==> config.mk <==
export PLATFORM = sky130hd
export DESIGN_NAME = ibuffer_seq
export DESIGN_NICKNAME = d
export VERILOG_FILES = /design/src/rtl/ibuffer_pkg.sv /design/src/rtl/ibuffer_ram.sv /design/src/rtl/ibuffer_seq.sv
export SDC_FILE = /design/constraint.sdc
export NUM_CORES = 1
export LEC_CHECK = 0
export BUFFER_PORTS_ARGS = -buffer_cell sky130_fd_sc_hd__buf_4
export CORE_ASPECT_RATIO = 2
export CORE_UTILIZATION = 50
export CTS_BUF_LIST = sky130_fd_sc_hd__clkbuf_4
export DETAILED_ROUTE_END_ITERATION = 8
export PLACE_DENSITY = 0.66
export SLEW_MARGIN = 40
export SYNTH_ARGS = -nofsm -noshare
export SYNTH_HDL_FRONTEND = slang
export SYNTH_SLANG_ARGS = --single-unit
==> constraint.sdc <==
create_clock -name clk -period 4.9 [get_ports clk]
set_input_delay 0.735 -clock clk [delete_from_list [all_inputs] [get_ports clk]]
set_output_delay 0.735 -clock clk [all_outputs]
set_load 0.05 [all_outputs]
==> src/rtl/ibuffer_pkg.sv <==
// ibuffer_pkg
//   Shared definitions for the per-PE instruction buffer:
//   - state_e        : sequencer state encoding (IDLE / RUN / DONE)
//   - ibuffer_depth  : memory depth for a given address width
package ibuffer_pkg;

   typedef enum logic [1:0] {
      IDLE = 2'd0,
      RUN  = 2'd1,
      DONE = 2'd2
   } state_e;

   function automatic int unsigned ibuffer_depth(input int unsigned addr_len);
      return 32'd1 << addr_len;
   endfunction

endpackage

==> src/rtl/ibuffer_ram.sv <==
// ibuffer_ram
//   Simple dual-port instruction RAM: one synchronous write port and one
//   registered read port gated by a read enable. The read register holds its
//   value while re is low.
//   Ports:
//     clk          clock, rising edge
//     we/waddr/wdata  write port
//     re/raddr     read enable / read address
//     rdata        registered read data
module ibuffer_ram
   import ibuffer_pkg::*;
#(
   parameter int addrLen = 5,
   parameter int dataLen = 32
) (
   input  logic               clk,
   input  logic               we,
   input  logic [addrLen-1:0] waddr,
   input  logic [dataLen-1:0] wdata,
   input  logic               re,
   input  logic [addrLen-1:0] raddr,
   output logic [dataLen-1:0] rdata
);

   localparam int unsigned DEPTH = ibuffer_depth(addrLen);

   logic [dataLen-1:0] mem_q [DEPTH];
   logic [dataLen-1:0] rdata_q;

   always_ff @(posedge clk) begin
      if (we) mem_q[waddr] <= wdata;
   end

   always_ff @(posedge clk) begin
      if (re) rdata_q <= mem_q[raddr];
   end

   assign rdata = rdata_q;

endmodule

==> src/rtl/ibuffer_seq.sv <==
// ibuffer_seq
//   Per-PE instruction buffer with a run-time write port and an internal
//   program counter that walks [startAddr..endAddr] (wrapping modulo DEPTH)
//   numIter times, issuing one instruction per non-stalled cycle.
//
//   state | meaning
//   ------+-------------------------------------------------------------
//   IDLE  | waiting for start; writes accepted
//   RUN   | issuing window; writes rejected with a wrErr pulse
//   DONE  | one-cycle done pulse; writes accepted, start ignored
//
//   Ports:
//     clk, reset                  clock / async active-high reset
//     wrEn, wrAddr, wrData, wrErr instruction write port, reject pulse
//     start, startAddr, endAddr, numIter  sequence launch
//     noStall                     pipeline advance
//     dataOut, instValid, pc      issued instruction, valid, next address
//     busy, done                  RUN indicator, end-of-sequence pulse
module ibuffer_seq
   import ibuffer_pkg::*;
#(
   parameter int addrLen = 5,
   parameter int dataLen = 32,
   parameter int iterLen = 8,
   parameter int peId    = 1
) (
   input  logic               clk,
   input  logic               reset,
   input  logic               wrEn,
   input  logic [addrLen-1:0] wrAddr,
   input  logic [dataLen-1:0] wrData,
   output logic               wrErr,
   input  logic               start,
   input  logic [addrLen-1:0] startAddr,
   input  logic [addrLen-1:0] endAddr,
   input  logic [iterLen-1:0] numIter,
   input  logic               noStall,
   output logic [dataLen-1:0] dataOut,
   output logic               instValid,
   output logic [addrLen-1:0] pc,
   output logic               busy,
   output logic               done
);

   // peId only tags the instance; reject nonsense values at elaboration.
   if (peId < 0) begin : g_pe_id_check
      $error("ibuffer_seq: peId must be non-negative");
   end

   state_e             state_q, state_d;
   logic [addrLen-1:0] pc_q, pc_d;
   logic [addrLen-1:0] start_addr_q, start_addr_d;
   logic [addrLen-1:0] end_addr_q, end_addr_d;
   logic [iterLen-1:0] iter_cnt_q, iter_cnt_d;
   logic               inst_valid_q, inst_valid_d;
   logic               busy_q, busy_d;
   logic               done_q, done_d;
   logic               wr_err_q, wr_err_d;
   logic               has_data_q, has_data_d;

   logic               issue;
   logic               ram_we;
   logic [dataLen-1:0] ram_rdata;

   assign issue  = (state_q == RUN) && noStall;
   assign ram_we = wrEn && (state_q != RUN);

   ibuffer_ram #(
      .addrLen (addrLen),
      .dataLen (dataLen)
   ) u_ram (
      .clk   (clk),
      .we    (ram_we),
      .waddr (wrAddr),
      .wdata (wrData),
      .re    (issue),
      .raddr (pc_q),
      .rdata (ram_rdata)
   );

   always_comb begin
      state_d      = state_q;
      pc_d         = pc_q;
      start_addr_d = start_addr_q;
      end_addr_d   = end_addr_q;
      iter_cnt_d   = iter_cnt_q;
      inst_valid_d = inst_valid_q;
      has_data_d   = has_data_q;
      done_d       = 1'b0;
      wr_err_d     = wrEn && (state_q == RUN);

      // Valid follows issue whenever the pipeline advances; a stall freezes it.
      if (noStall) inst_valid_d = issue;

      case (state_q)
         IDLE: begin
            if (start) begin
               state_d      = RUN;
               start_addr_d = startAddr;
               end_addr_d   = endAddr;
               pc_d         = startAddr;
               iter_cnt_d   = (numIter == '0) ? '0 : numIter - 1'b1;
            end
         end
         RUN: begin
            if (noStall) begin
               has_data_d = 1'b1;
               if (pc_q != end_addr_q) begin
                  pc_d = pc_q + 1'b1;
               end else if (iter_cnt_q != '0) begin
                  pc_d       = start_addr_q;
                  iter_cnt_d = iter_cnt_q - 1'b1;
               end else begin
                  state_d = DONE;
                  done_d  = 1'b1;
               end
            end
         end
         DONE:    state_d = IDLE;
         default: state_d = IDLE;
      endcase

      busy_d = (state_d == RUN);
   end

   always_ff @(posedge clk or posedge reset) begin
      if (reset) begin
         state_q      <= IDLE;
         pc_q         <= '0;
         start_addr_q <= '0;
         end_addr_q   <= '0;
         iter_cnt_q   <= '0;
         inst_valid_q <= 1'b0;
         busy_q       <= 1'b0;
         done_q       <= 1'b0;
         wr_err_q     <= 1'b0;
         has_data_q   <= 1'b0;
      end else begin
         state_q      <= state_d;
         pc_q         <= pc_d;
         start_addr_q <= start_addr_d;
         end_addr_q   <= end_addr_d;
         iter_cnt_q   <= iter_cnt_d;
         inst_valid_q <= inst_valid_d;
         busy_q       <= busy_d;
         done_q       <= done_d;
         wr_err_q     <= wr_err_d;
         has_data_q   <= has_data_d;
      end
   end

   // The RAM read register has no reset; mask it until the first issue so
   // dataOut reads zero out of reset.
   assign dataOut   = has_data_q ? ram_rdata : '0;
   assign instValid = inst_valid_q;
   assign pc        = pc_q;
   assign busy      = busy_q;
   assign done      = done_q;
   assign wrErr     = wr_err_q;

endmodule
# Yosys cells after proc, flatten, opt, wreduce, memory -nomap -nowiden
# Memories as Yosys holds them, arrays and structs flattened. A register that Yosys moved wholly into a read port is not among the register bits.
# Cells that the tools add are included.
# totals
regBits	30
latchBits	0
mem_bits_rw	1024
romBits	0
memories	1
# classes
addsub	3
multipliers	0
div	0
order_cmp	0
n_eq_ne	9
n_shift	0
mux	23
bitwise_logic	0
reduce_logical	11
# mem_list
memory	words	word_bits	rd	rd_ports_with_merged_regs	wr	line	source
u_ram.mem_q	32	32	1	1	1	ibuffer_ram.sv:27	logic [dataLen-1:0] mem_q [DEPTH];
# op_table
op	count
$mux 8	5
$mux 32	1
$mux 5	4
$pmux 8 s2	1
$sub 8x1->8 const B	2
$pmux 5 s2	1
$logic_not 8->1	1
$mux 2	4
$reduce_bool 8->1	1
$mux 1	6
$ne 2x2->1 const B	3
$add 5x1->5 const B	1
$ne 5x5->1	1
$reduce_and 5->1	1
$eq 2x1->1 const B	2
$ne 2x1->1 const B	2
$pmux 2 s2	1
$reduce_and 2->1	2
$reduce_and 4->1	1
$logic_and 1x1->1	3
$ne 3x1->1 const B	1
$logic_not 2->1	1
$reduce_bool 2->1	1

# Logic depth before layout (Yosys ltp)
# Gate-level depths: netlist (run 1).
# depth
depth_word	6
mapped_depth	9
ltp_nobuf	7

# Hierarchy
# Synthesis (run 1) repeated with hierarchy kept, for this count alone.
# unflattened
hier_cells	2482
area_unflattened_um2	42834.8
# by_module_without_submodules
mod	n_inst	cells_per_inst	area_per_inst_um2	seq_area_each_um2
ibuffer_ram	1	2260	40805.4	31710.4
ibuffer_seq	1	222	2029.4	750.7

# Least setup slack after synthesis (run 1)
# Ideal clock, no wire load.
# synth_path
path_kind	flip-flop to flip-flop
from	reg state_q[1]
to	mem u_ram.mem_q[12][0] (enable)
arrival_time_ns	2.772
t_required_ns	4.479
setup_slack_ns	1.707
stages_incl_launch_ff	7
period_less_slack_ns	3.193
cell_sequence	dfrtp_1 > nand2b_1 > clkbuf_1 > nand2_1 > or3_1 > clkbuf_1 > nor2_1
# synth_via
elab_chain_cells	4
# synth_rtl
element	line	source
from (decl)	ibuffer_seq.sv:50	state_e state_q, state_d;
from (signal assigned)	ibuffer_seq.sv:139	state_q <= state_d;
$ne 2x1->1	ibuffer_seq.sv:66	assign ram_we = wrEn && (state_q != RUN);
$logic_and 1x1->1	ibuffer_seq.sv:66	
$mux 1	ibuffer_ram.sv:31	if (we) mem_q[waddr] <= wdata;
$mux 1 (implied by the code)	ibuffer_ram.sv:31	
to (decl)	ibuffer_ram.sv:27	
# No other way between the ends.

# Worst setup path in the final report (run 1)
# layout_path
from	reg pc_q[0], in the netlist pc[0]
to	out pc[0]
# layout_lines
element	line	source
from (decl)	ibuffer_seq.sv:51	logic [addrLen-1:0] pc_q, pc_d;
from (signal assigned)	ibuffer_seq.sv:140	pc_q <= pc_d;
to (decl)	ibuffer_seq.sv:40	output logic [addrLen-1:0] pc,
# No word-level cell between the ends.

==> results.sh, run 1 <==
export IMPL_async_reset_ff_share_pct=2.76
export IMPL_fp_coreArea_um2=82400
export IMPL_synth_top_area_share_pct=76.2
export IMPL_finalMaxSlewViolations=0
export IMPL_worstSetupStartpointType="flop"
export IMPL_grt_pass1_wl_mm=155
export IMPL_grt_usage_pct=26.7
export IMPL_critPathMaxFanout=46
export IMPL_hold_buffers=13
export IMPL_antenna_left=0
export IMPL_min_path_cells=1
export IMPL_numCtsBuffers=219
export IMPL_hold_end="u_ram.mem_q[22][4]$_DFFE_PP_"
export IMPL_crit_type="reg2out"
export IMPL_max_freq_mhz=272
export IMPL_clkTransAtPathRegs_ns=0.08
export IMPL_cp_num_buf_inv=3
export IMPL_cp_end_kind="output port"
export IMPL_drt_iter0_drc=1966
export IMPL_max_cap_viol_count=0
export IMPL_tightest_slew_ns=0.915
export IMPL_drc=0
export IMPL_slew_headroom_pct=37.2
export IMPL_synth_most_common_cell="edfxtp_1"
export IMPL_clock_sinks=1086
export IMPL_fin_crit_ns=3.67
export IMPL_fillers=6099
export IMPL_syn2layout_area_growth_pct=14.0
export IMPL_synth_area_top_cells="edfxtp_1 76%, mux4_2 14%, dfrtp_1 1.8%, mux2i_1 1.6%, o22ai_1 0.99%"
export IMPL_finalNonFillerCells=3436
export IMPL_ctsRootBufferMaster="clkbuf_4"
export IMPL_wl_per_cell_um=31.9
export IMPL_required_ns=4.16
export IMPL_synth_edf_count=1056
export IMPL_clock_skew_ns=0.0502
export IMPL_io_buffers=100
export IMPL_synth_flop_cell="edfxtp_1"
export IMPL_via_per_inst=6.09
export IMPL_crit_path_frequent_cell="buf_12"
export IMPL_synth_nets=1953
export IMPL_crit_chain="buf_12 -> buf_12 -> buf_4"
export IMPL_setup_viol=0
export IMPL_cp_top_family="buffers and inverters"
export IMPL_synth_top_cell_by_area="edfxtp_1"
export IMPL_worstHoldPathType="in2reg"
export IMPL_cts_max_path_buffers=3
export IMPL_ys_seq_area_share_pct=78.0
export IMPL_fin_area_um2=47400
export IMPL_reg2reg_depth=6
export IMPL_hold_path_startpoint="wrData[4]"
export IMPL_syn_inst=1889
export IMPL_p_per_area_nw_per_um2=527
export IMPL_dieArea_um2=84400
export IMPL_ir_worst_vdd_mv=0.307
export IMPL_finalWeightedCongestion=0.887
export IMPL_wirelength_mm=110
export IMPL_antenna_found_initial=5
export IMPL_crit_slowest_cell="dfrtp_4"
export IMPL_cp_arrival_ns=2.94
export IMPL_drive_gt1_share_pct=34.5
export IMPL_die_y_um=410
export IMPL_num_vias=20926
export IMPL_cpPeakStageDelay_ns=0.84
export IMPL_tritoncts="done"
export IMPL_grt_overflow=0
export IMPL_h_tree_depth=4
export IMPL_p_leak_nw=15.3
export IMPL_r2r_end="u_ram.rdata[13]$_DFFE_PP_"
export IMPL_start_util_pct=50.5
export IMPL_dp_cells=3026
export IMPL_r2r_slack_ns=1.53
export IMPL_status="finished clean"
export IMPL_netlist_top_cells_count="1056 x edfxtp_1, 256 x mux4_2, 66 x o22ai_1"
export IMPL_cts_repair_resized=0
export IMPL_die_w_um=206
export IMPL_grt_pass1_vias=22268
export IMPL_fin_crit_sh_pct=74.9
export IMPL_timing_rr_start="pc[0]$_DFFE_PP0P_"
export IMPL_grt_max_degree=68
export IMPL_dp_hpwl_mm=72.1
export IMPL_finalNetCount=2267
export IMPL_placed_area_um2=44500
export IMPL_syn_area_um2=41600
export IMPL_avgSynthCellArea_um2=22.0
export IMPL_ys_seq_elements=1086
export IMPL_placementRows=149
export IMPL_finalHoldViolations=0
export IMPL_post_cts_setup_buffers=0
export IMPL_dr_pass1_iters=6
export IMPL_clock_latency_ns=1.04
export IMPL_ys_warn_count=0
export IMPL_synthDistinctLibCells=53
export IMPL_io_pins=101
export IMPL_setup_tns_ns=0
export IMPL_rsz0062_at_grt="false"
cell type report:
class                           instances  area [um^2]  area share, %
Tap cell                             1057         1320           2.79
Inverter                               10         37.5         0.0792
Clock buffer                          302         2270           4.78
Timing Repair Buffer                  195         1870           3.95
Multi-Input combinational cell        691         8920           18.8
Antenna cell                            8         20.0         0.0422
Sequential cell                      1086        32500           68.5
Clock inverter                         87          505           1.07
power by group:
part           internal, W  leakage [nW]  switching, W  total [W]
registers           0.0105          9.87      0.000449     0.0110
logic              0.00311          3.77       0.00438    0.00750
clock network      0.00317          1.63       0.00332    0.00649
through the flow:
stage	power [W]	setup WS (ns)	hold WS, ns	util (%)
finish	0.0250	1.23	0.132	57.5
detailed placement	0.0187	1.45	0.476	54.0
global route	0.0258	1.02	0.0586	57.5
floorplan	0.0157	1.71	0.440	-
CTS	0.0252	1.07	0.0187	57.5
global placement	0.0186	1.44	0.460	53.6
worst max-delay path by stage:
stage | startpoint | endpoint | slack (ns) | depth (start not counted)
2_1_floorplan | state_q[1]$_DFF_PP0_ | u_ram.mem_q[12][0]$_DFFE_PP_ | 1.71 | 6
3_3_place_gp | pc[0]$_DFFE_PP0P_ | u_ram.rdata[13]$_DFFE_PP_ | 1.44 | 6
3_5_place_dp | pc[0]$_DFFE_PP0P_ | u_ram.rdata[13]$_DFFE_PP_ | 1.45 | 6
4_1_cts | pc[0]$_DFFE_PP0P_ | pc[0] | 1.07 | 3
5_1_grt | pc[0]$_DFFE_PP0P_ | pc[0] | 1.02 | 3
6_report | pc[0]$_DFFE_PP0P_ | pc[0] | 1.23 | 3
flip-flops by register name, indices dropped and copies added, names as in the netlist, 2 cells and up:
name,count
u_ram.rdata,32
iter_cnt_q,8
start_addr_q,5
pc,5
end_addr_q,5
u_ram.mem_q,1024
state_q,2
layer usage:
| metal | track usage, % | share of wire (%) |
|---|---|---|
| met1 | 27.0 | 31 |
| met2 | 48.0 | 55 |
| met3 | 4.52 | 5.0 |
| met4 | 20.7 | 8.5 |
| met5 | 0 | 0 |
cells in the final DEF, fill, tap and decap left out, types with 8 or more instances in the layout:
cell type	count
o21ai_0	11
edfxtp_1	1056
xnor2_1	9
clkbuf_4	302
mux2i_1	65
o22ai_1	66
buf_12	13
dfrtp_1	26
nand2_1	43
a211o_1	33
clkinv_1	66
nor2_1	18
a21oi_1	38
mux4_2	256
dlygate4sd3_1	13
clkinv_2	8
diode_2	8
nor2_4	32
buf_4	152
and2_1	33
buf_8	10
inv_1	9
logic make-up after synthesis:
| logic type | synth area share (%) |
|---|---|
| compound gates | 2.79 |
| fa+ha+maj | 0.120 |
| flops | 78.0 |
| mux | 15.4 |
| buf+inv | 1.15 |
| xor+xnor | 0.253 |
| simple gates | 2.21 |
(Power assumes the default switching activity.)
==> run 2, diff against run 1 <==
- clock period: 4.9 -> 3.8 ns (I/O delays scaled with it)
==> results.sh, run 2 (synthesized netlist as in run 1, its figures left out) <==
export IMPL_cts_max_path_buffers=3
export IMPL_die_w_um=206
export IMPL_numCtsBuffers=224
export IMPL_fin_crit_sh_pct=85.9
export IMPL_tightest_slew_ns=0.864
export IMPL_min_path_cells=6
export IMPL_drive_gt1_share_pct=34.6
export IMPL_setup_tns_ns=0
export IMPL_rsz0062_at_grt="false"
export IMPL_grt_max_degree=73
export IMPL_antenna_left=0
export IMPL_grt_usage_pct=26.7
export IMPL_power_w=0.0316
export IMPL_wl_per_cell_um=31.2
export IMPL_slew_headroom_pct=42.0
export IMPL_finalMaxSlewViolations=0
export IMPL_max_freq_mhz=306
export IMPL_drt_iter0_drc=2364
export IMPL_placementRows=149
export IMPL_crit_slowest_cell="dfrtp_4"
export IMPL_crit_type="reg2out"
export IMPL_cp_arrival_ns=2.69
export IMPL_finalHoldViolations=0
export IMPL_clock_latency_ns=1.05
export IMPL_io_pins=101
export IMPL_dp_hpwl_mm=65.3
export IMPL_num_vias=21458
export IMPL_crit_chain="buf_4 -> buf_4"
export IMPL_fin_crit_ns=3.26
export IMPL_fin_area_um2=48000
export IMPL_largest_reg_flops=1024
export IMPL_post_cts_setup_buffers=0
export IMPL_h_tree_depth=4
export IMPL_fillers=6043
export IMPL_p_leak_nw=15.5
export IMPL_dieArea_um2=84400
export IMPL_wirelength_mm=110
export IMPL_tritoncts="done"
export IMPL_grt_overflow=0
export IMPL_reg2reg_depth=6
export IMPL_dr_pass1_iters=5
export IMPL_ir_worst_vdd_mv=0.385
export IMPL_antenna_found_initial=7
export IMPL_max_cap_viol_count=0
export IMPL_finalNetCount=2325
export IMPL_required_ns=3.23
export IMPL_via_per_inst=6.09
export IMPL_clock_sinks=1086
export IMPL_hold_buffers=57
export IMPL_cp_end_kind="output port"
export IMPL_grt_pass1_vias=22718
export IMPL_worstHoldPathType="in2reg"
export IMPL_status="finished clean"
export IMPL_cpPeakStageDelay_ns=0.73
export IMPL_final_common_cell="edfxtp_1"
export IMPL_io_buffers=100
export IMPL_final_cell_mix="1056 x edfxtp_1, 308 x clkbuf_4, 256 x mux4_2"
export IMPL_finalWeightedCongestion=0.818
export IMPL_worstSetupStartpointType="flop"
export IMPL_crit_path_frequent_cell="buf_4"
export IMPL_die_y_um=410
export IMPL_clock_skew_ns=0.0790
export IMPL_placed_area_um2=44500
export IMPL_ctsRootBufferMaster="clkbuf_4"
export IMPL_clkTransAtPathRegs_ns=0.07
export IMPL_grt_pass1_wl_mm=155
export IMPL_start_util_pct=50.5
export IMPL_p_per_area_nw_per_um2=657
export IMPL_cts_repair_resized=0
export IMPL_setup_viol=0
export IMPL_regMostFlops="u_ram.mem_q"
export IMPL_dp_slack_ns=0.963
export IMPL_drc=0
export IMPL_fin_ws_ns=0.536
export IMPL_syn2layout_area_growth_pct=15.4
export IMPL_critPathMaxFanout=26
export IMPL_fp_coreArea_um2=82400
run 2: worst paths after layout:
check | from | slack, ns | end
max | pc[4]$_DFFE_PP0P_ | 0.54 | pc[4]
min | numIter[1] | 0.13 | iter_cnt_q[1]$_DFFE_PP0P_
max reg2reg | iter_cnt_q[3]$_DFFE_PP0P_ | 0.75 | iter_cnt_q[0]$_DFFE_PP0P_
min reg2reg | start_addr_q[4]$_DFFE_PP0P_ | 0.50 | start_addr_q[4]$_DFFE_PP0P_
max in group asynchronous | reset | 3.29 | iter_cnt_q[1]$_DFFE_PP0P_
min in group asynchronous | reset | 0.16 | start_addr_q[0]$_DFFE_PP0P_
run 2: area by class of cell:
class                   instances  area [um^2]  area share (%)
multi-input cells             691         8920            18.6
clock buffers                 308         2310            4.82
well taps                    1057         1320            2.75
inverters                      10         37.5          0.0782
clock inverters                91          497            1.03
flip-flops and latches       1086        32500            67.6
diodes                         35         87.6           0.182
repair buffers                248         2360            4.92
run 2: critical path: cells and delay by family, from the launching register on:
kind                   cells  cell delay [ns]
flip-flops                 1             0.73
buffers and inverters      2             0.89
run 2: where the power goes:
group          total (W)  internal, W  switching, W  leakage [nW]
Clock            0.00837      0.00404       0.00433          1.67
Combinational    0.00896      0.00401       0.00495          3.98
Sequential        0.0142       0.0136      0.000629          9.87
Total             0.0316       0.0216       0.00991          15.5
run 2: routing by layer:
metal,global-route usage [%],vias up,wire (um)
li1,-,8885,-
met1,29.6,11324,36500
met2,47.6,1018,60500
met3,4.33,231,6450
met4,15.9,0,6730
met5,0,-,0
run 2: per-stage QoR:
stage | util [%] | hold WS [ns] | instances
global route | 58.3 | 0.111 | 3525
floorplan | - | 0.440 | 1889
finish | 58.3 | 0.135 | 3526
global placement | 54.0 | 0.457 | 3034
detailed placement | 54.1 | 0.484 | 3035
CTS | 58.2 | 0.0205 | 3491
